--- config.mk ---
export PLATFORM = sky130hd
export DESIGN_NAME = fifo_to_axi
export DESIGN_NICKNAME = d
export VERILOG_FILES = /design/src/rtl/fifo_to_axi.sv
export SDC_FILE = /design/constraint.sdc
export NUM_CORES = 1
export LEC_CHECK = 0
export ABC_AREA = 1
export CORE_AREA = 5 5 314 316
export DETAILED_ROUTE_END_ITERATION = 7
export DIE_AREA = 0 0 319 321
export GPL_ROUTABILITY_DRIVEN = 0
export HOLD_SLACK_MARGIN = 0.05
export SYNTH_ARGS = -nofsm -noshare
export SYNTH_HDL_FRONTEND = slang
export SYNTH_SLANG_ARGS = --single-unit
--- constraint.sdc ---
create_clock -name clk -period 1.9 [get_ports clk]
set_input_delay 0.38 -clock clk [delete_from_list [all_inputs] [get_ports clk]]
set_output_delay 0.38 -clock clk [all_outputs]
set_load 0.02 [all_outputs]
--- src/rtl/fifo_to_axi.sv ---
// fifo_to_axi: unpacks phased 192-bit FIFO words into 256-bit AXI4-Stream beats (option: UNPACK_PHASE_CHECK_EN)
module fifo_to_axi #(
  parameter int TDATA_WIDTH = 32,
  parameter int TUSER_WIDTH = 128
) (
  input  logic                     clk,
  input  logic                     reset,
  input  logic [200:0]             fifo_dout,
  input  logic                     fifo_empty,
  output logic                     fifo_rd_en,
  input  logic [TUSER_WIDTH-1:0]   tuser_dout,
  input  logic                     tuser_empty,
  output logic                     tuser_rd_en,
  output logic                     tvalid,
  input  logic                     tready,
  output logic [8*TDATA_WIDTH-1:0] tdata,
  output logic [TDATA_WIDTH-1:0]   tstrb,
  output logic [TDATA_WIDTH-1:0]   tkeep,
  output logic                     tlast,
  output logic [TUSER_WIDTH-1:0]   tuser,
  output logic [31:0]              output_beat_cnt,
  output logic                     phase_err
);
  localparam int DW = 8 * TDATA_WIDTH;
  typedef enum logic [1:0] {PH0, PH1, PH2, PH3} phase_t;
  phase_t                 r_phase;
  phase_t                 w_phase;
  phase_t                 w_next;
  logic [191:0]           r_residue;
  logic                   r_full;
  logic [DW-1:0]          r_data;
  logic [TDATA_WIDTH-1:0] r_strb;
  logic                   r_last;
  logic [31:0]            r_cnt;
  logic [191:0]           w_payload;
  logic [4:0]             w_count;
  logic                   w_last;
  logic                   w_accept;
  logic                   w_load;
  logic [DW-1:0]          w_beat;
  logic [TDATA_WIDTH-1:0] w_strb;
  logic                   w_unused;
  assign w_payload = fifo_dout[200:9];
  assign w_count   = fifo_dout[8:4];
  assign w_last    = fifo_dout[1];
  assign w_unused  = ^{fifo_dout[3:0]};
`ifdef UNPACK_PHASE_CHECK_EN
  assign w_phase = phase_t'(fifo_dout[3:2]);
`else
  assign w_phase = r_phase;
`endif
  // Gate handshakes during reset so no word or beat is consumed while state is being cleared
  assign tvalid      = ~reset & r_full & ~tuser_empty;
  assign w_accept    = tvalid & tready;
  assign fifo_rd_en  = ~reset & ~fifo_empty & (w_phase == PH0 | ~r_full | w_accept);
  assign w_load      = fifo_rd_en & (w_phase != PH0);
  assign tuser_rd_en = w_accept & r_last;
  assign tdata       = r_data;
  assign tstrb       = r_strb;
  assign tkeep       = r_strb;
  assign tlast       = r_last;
  assign tuser       = tuser_dout;
  assign output_beat_cnt = r_cnt;
  // Beat assembly from residue and payload, byte mask, and next expected phase
  always_comb begin
    w_beat = (w_phase == PH1) ? {w_payload[63:0], r_residue} :
             (w_phase == PH2) ? {w_payload[127:0], r_residue[127:0]} :
                                {w_payload, r_residue[63:0]};
    w_strb = (w_count == 5'd0) ? {TDATA_WIDTH{1'b1}} : ~({TDATA_WIDTH{1'b1}} << w_count);
    w_next = (w_phase == PH0) ? PH1 :
             (w_phase == PH3 || w_last) ? PH0 : phase_t'(w_phase + 2'd1);
  end
  // Phase state, residue, output register and beat counter
  always_ff @(posedge clk) begin
    if (reset) begin
      r_phase   <= PH0;
      r_residue <= '0;
      r_full    <= 1'b0;
      r_data    <= '0;
      r_strb    <= '0;
      r_last    <= 1'b0;
      r_cnt     <= '0;
    end else begin
      if (fifo_rd_en) begin
        r_phase <= w_next;
        if (w_phase == PH0) r_residue <= w_payload;
        else if (w_phase == PH1) r_residue[127:0] <= w_payload[191:64];
        else if (w_phase == PH2) r_residue[63:0] <= w_payload[191:128];
      end
      if (w_load) begin
        r_data <= w_beat;
        r_strb <= w_strb;
        r_last <= w_last;
      end
      r_full <= w_load | (r_full & ~w_accept);
      if (w_accept) r_cnt <= r_cnt + 32'd1;
    end
  end
`ifdef UNPACK_PHASE_CHECK_EN
  // Sticky flag for a popped word whose phase field disagrees with the expected phase
  always_ff @(posedge clk) begin
    if (reset) phase_err <= 1'b0;
    else if (fifo_rd_en && fifo_dout[3:2] != r_phase) phase_err <= 1'b1;
  end
`else
  assign phase_err = 1'b0;
`endif
endmodule

---- Yosys cells after proc, flatten, opt, wreduce, memory -nomap -nowiden ----
Index checks and enable logic that the tools add are counted.
cells by class
  add/sub/neg operators ................... 2
  eq/ne operators ......................... 3
  shift operators ......................... 1
  multiplexer cells ....................... 9
  bitwise logic cells ..................... 17
  reductions and logical operators ........ 9
operators with widths
  cell                   number
  $mux 256               2
  $mux 64                3
  $mux 128               1
  $add 32x1->32 const B  1
  $mux 32                1
  $not 32->32            1
  $shl 32x5->32 const A  1
  $and 1x1->1            8
  $reduce_and 2->1       3
  $logic_not 5->1        1
  $not 1->1              5
  $eq 2x2->1 const B     2
  $mux 2                 2
  $reduce_bool 2->1      2
  $or 1x1->1             3
  $reduce_bool 3->1      1
  $add 2x1->2 const B    1
  $eq 2x1->1 const B     1
  $logic_not 2->1        1
  $logic_or 1x1->1       1
storage, ports and cells
  bits in registers ....................... 516
  input bits .............................. 334
  output and inout bits ................... 485
  logic and storage cells ................. 50

---- Depth between registers and ports, before layout ----
  depth after elaboration ................. 8
  depth in mapped cells ................... 12
  mapped depth without buffers ............ 9

---- Least setup slack after synthesis ----
Ideal clock, no wire load.
  path type ............................... reg-to-reg
  start point ............................. register r_phase[1]
  end point ............................... register r_residue[49]
  library setup time ...................... 70 ps
  data arrival time ....................... 1,647 ps
  required time ........................... 1,830 ps
  path slack .............................. 183 ps
  stages on the path, launching flop included .. 12
  buffers on the path ..................... 4
  cell sequence ........................... dfxtp_1 -> inv_1 -> ha_1 -> buf_2 -> buf_2 -> buf_2 -> buf_2 -> nand2_1 -> o21ai_0 -> o21ai_0 -> nand3_1 -> a21oi_1
between the ends
  cells in the longest elaborated chain, start to end .. 5
RTL lines
  what                        line    text
  from (decl)                 26      phase_t r_phase;
  from (signal assigned)      85      r_phase <= w_next;
  $logic_not 2->1             55, 86
  $or 1x1->1 (2 in series)    55      assign fifo_rd_en = ~reset & ~fifo_empty & (w_phase == PH0 | ~r_full | w_accept);
  $and 1x1->1                 55
  $reduce_and 2->1 (no line)  -
  to (signal assigned)        86      if (w_phase == PH0) r_residue <= w_payload;
  to (signal assigned)        87      else if (w_phase == PH1) r_residue[127:0] <= w_payload[191:64];
  to (signal assigned)        88      else if (w_phase == PH2) r_residue[63:0] <= w_payload[191:128];
  to (decl)                   29      logic [191:0] r_residue;
Several ways; a longest one is shown, not always the timed one.
A chain may end at the register's enable or synchronous reset.

---- Worst setup path in the final report ----
  start point ............................. register r_phase[0]
  end point ............................... output port fifo_rd_en
between the ends
  cells in the longest elaborated chain, start to end .. 4
RTL lines
  what                      line  text
  $logic_not 2->1           55
  $or 1x1->1 (2 in series)  55
  $and 1x1->1               55
  to (decl)                 10    output logic fifo_rd_en,
Every way passes these cells.

==> key figures <==
Yosys
  – Mapped Nets: 4190
  – Synth warn: 0
  – Synth Cell Area: 0.02588 mm^2
  – Cells after Synth: 3851
  – Synth Area per Inst: 6.719 um^2
  – Sequential fraction of the synthesis area: 39.92%
  – Synth cell types: 35
  – FF+latch count, synth: 516

Global routing
  – Overflow after GRT: 0
  – Total GRT Usage: 18.65%
  – Pin count of the biggest net entering global routing: 81
  – First-pass GRT wire length: 150200 um
  – Vias in the first global route: 24200
  – Antenna violations before repair: 23

Critical path
  – Reg2Reg Setup Slack: -0.13 ns
  – Worst r2r src: r_full
  – FF-to-FF path depth: 12
  – Critical R2R Capture: tdata[154]
  – WP data arrival: 1.71 ns
  – Crit Path Class: reg2out
  – Critical Path Source Type: flip-flop
  – Worst-path maximum fanout: 3
  – CP endpoint kind: primary output
  – Worst Path Required: 1.52 ns

Final layout
  – Most common cell after layout, fill and taps aside: nand2_1
  – Final Core Density: 39.33%
  – Fin nets: 4668
  – Layout cells sized above 1: 14.20%
  – Commonest non-fill, non-tap cells in the layout: nand2_1, nor2_1, o21ai_0
  – Area grow syn2layout: 45.48%

CTS
  – H-tree depth: 2
  – Worst-path clk slew: 0.07 ns
  – CTS tree: yes
  – TritonCTS Sinks: 516
  – Total CTS buffers: 60
  – CTS Root Cell: clkbuf_16
  – CTS max path bufs: 3
  – Clock Latency Late Sink: 0.67 ns

STA
  – Final Skew: 0.02846 ns
  – Setup violators final: 266
  – Maximum clock rate: 479.2 MHz
  – Setup_tns: -15.85 ns
  – Hold slack final: 0.3485 ns
  – Worst-margin pin slew: 0.5963 ns
  – Final cycle utilization of the critical path: 109.8%
  – RSZ-0062 raised after global routing: yes
  – Min Tclk post-route: 2.087 ns
  – Relative slew slack: 60.25%
  – Final Slew Violations: 0
  – Final WS setup: -0.1870 ns
  – Final Hold Fails: 0

Route
  – Detailed-route via count: 27480
  – Antenna viol nets, final: 0
  – DR pass1 iterations: 8
  – Wire per inst: 20.75 um
  – Residual DRC: 0
  – Vias per inst: 4.844
  – Final WL: 117700 um
  – Initial DRC count: 2580

Run status
  – Status: complete, but fails checks
  – Failing checks: negative setup slack

Floorplanning
  – # rows: 114
  – Die Width: 319 um
  – Die ar.: 0.1024 mm^2
  – Number of I/O pins: 819
  – Core area: 0.09571 mm^2
  – Die Y: 321 um
  – Initial Util: 27.04%

Flow run
  – # Max-Cap Violations: 0

Worst hold path
  – Worst hold start: fifo_dout[143]
  – Worst Hold Depth: 3
  – Hold path endpoint: r_residue[134]
  – Worst Hold Class: in2reg

Power and ir drop
  – Power Density: 928.3 mW/mm^2
  – Leak: 0.01755 uW
  – Worst vdd ir: 0.0007302 V

Placement
  – Buffers on Ports: 558
  – DPL Wire Length: 73730 um
## synthesized netlist by cell type
cell / n / area share, %
o21ai_0: 581 / 11
o21bai_1: 2 / 0.058
o21a_1: 2 / 0.058
o21ai_1: 106 / 2.1
a31oi_1: 2 / 0.048
nand3_1: 104 / 2.0
xor2_1: 1 / 0.034
buf_1: 10 / 0.15
ha_1: 5 / 0.24
clkbuf_4: 1 / 0.029
nor3_1: 9 / 0.17
a211oi_1: 52 / 1.5
clkbuf_2: 3 / 0.058
buf_4: 169 / 4.9
nor3b_1: 1 / 0.029
or2_2: 1 / 0.024
xnor2_1: 2 / 0.068
and3_1: 64 / 1.5
conb_1: 1 / 0.014
nor2_1: 764 / 11
nand4_1: 14 / 0.34
mux2i_1: 64 / 2.5
nor2_4: 1 / 0.044
and2_1: 1 / 0.024
a21oi_1: 200 / 3.9
inv_4: 1 / 0.024
nand2_1: 655 / 9.5
dfxtp_1: 516 / 40
inv_2: 1 / 0.014
clkbuf_1: 141 / 2.0
inv_1: 249 / 3.6
buf_2: 107 / 2.1
nand2_2: 6 / 0.15
buf_6: 12 / 0.52
nor2_2: 3 / 0.073
## flip-flops by register name (all words and copies together) (netlist names)
register	count
tkeep	32
r_residue	192
tdata	256
r_phase	2
output_beat_cnt	32
tlast	1
r_full	1
## area by class of cell
class,instances,area (um^2)
fill,9941,58070
timing repair buffer,857,9744
clock buffer,84,1733
multi-input combinational,2642,12840
antenna,17,42.54
inverter,251,982.2
sequential,516,10330
timing repair inverter,1,16.27
clock inverter,29,355.3
tap,1276,1597
## power by group
group          leakage, uW  internal [uW]  switching, uW
combinational       0.0123           4310           5970
clock              0.00102           7300           5050
sequential         0.00422          11800            516
total               0.0175          23400          11500
## per-layer routing
metal,part of all wire (%),wire (um),vias to the layer above,track usage (%)
li1,-,-,13320,-
met1,41,48200,12730,23.08
met2,47,55370,1196,31.02
met3,8.8,10320,232,5.355
met4,3.2,3813,4,6.930
met5,0.020,23,-,0.04630
## kinds of logic (layout without fill, tap and decap cells)
| group | after synthesis | count (layout) | synth area share [%] |
|---|---|---|---|
| compound gates | 945 | 945 | 18.83 |
| other cells | 1 | 18 | 0.01449 |
| flops | 516 | 516 | 39.92 |
| xor+xnor | 3 | 3 | 0.1016 |
| mux | 64 | 64 | 2.476 |
| simple gates | 1623 | 1624 | 24.99 |
| fa+ha+maj | 5 | 5 | 0.2418 |
| buf+inv | 694 | 1222 | 13.42 |
## through the flow
stage	setup slack, ns	cell area, um^2	total power [uW]	cells
6_report	-0.1870	37640	34950	5673
5_1_grt	-0.2792	37640	36510	5672
4_1_cts	-0.2601	34620	33210	5559
3_5_place_dp	-0.5460	32760	21060	5435
3_3_place_gp	-0.5239	32760	21020	5435
2_1_floorplan	0.1828	25880	17570	3851
## worst max-delay path: stages, from the launching register on
cell and delay [ns]:
dfxtp_4 0.36, inv_2 0.07, ha_4 0.18, nand2_4 0.10, nand2_8 0.06, buf_12 0.13
buf_12 0.13
## worst max path at each step
stage / startpoint / endpoint / slack, ns / cells past startpoint
CTS: r_full / fifo_rd_en / -0.26 / 6
finish: r_phase[0] / fifo_rd_en / -0.19 / 6
detailed placement: tready / tdata[247] / -0.55 / 10
global placement: tready / tdata[247] / -0.52 / 10
global route: r_full / fifo_rd_en / -0.28 / 6
floorplan: r_phase[1] / r_residue[49] / 0.18 / 11
## what timing repair did
action	CTS	global route
pin swaps	5	42
setup buffers	9	26
setup endpoints to repair	379	256
hold endpoints to repair	0	0
resized for setup	394	352
hold buffers	0	0
cloned	2	75
Power figures use the tool's default switching activity.
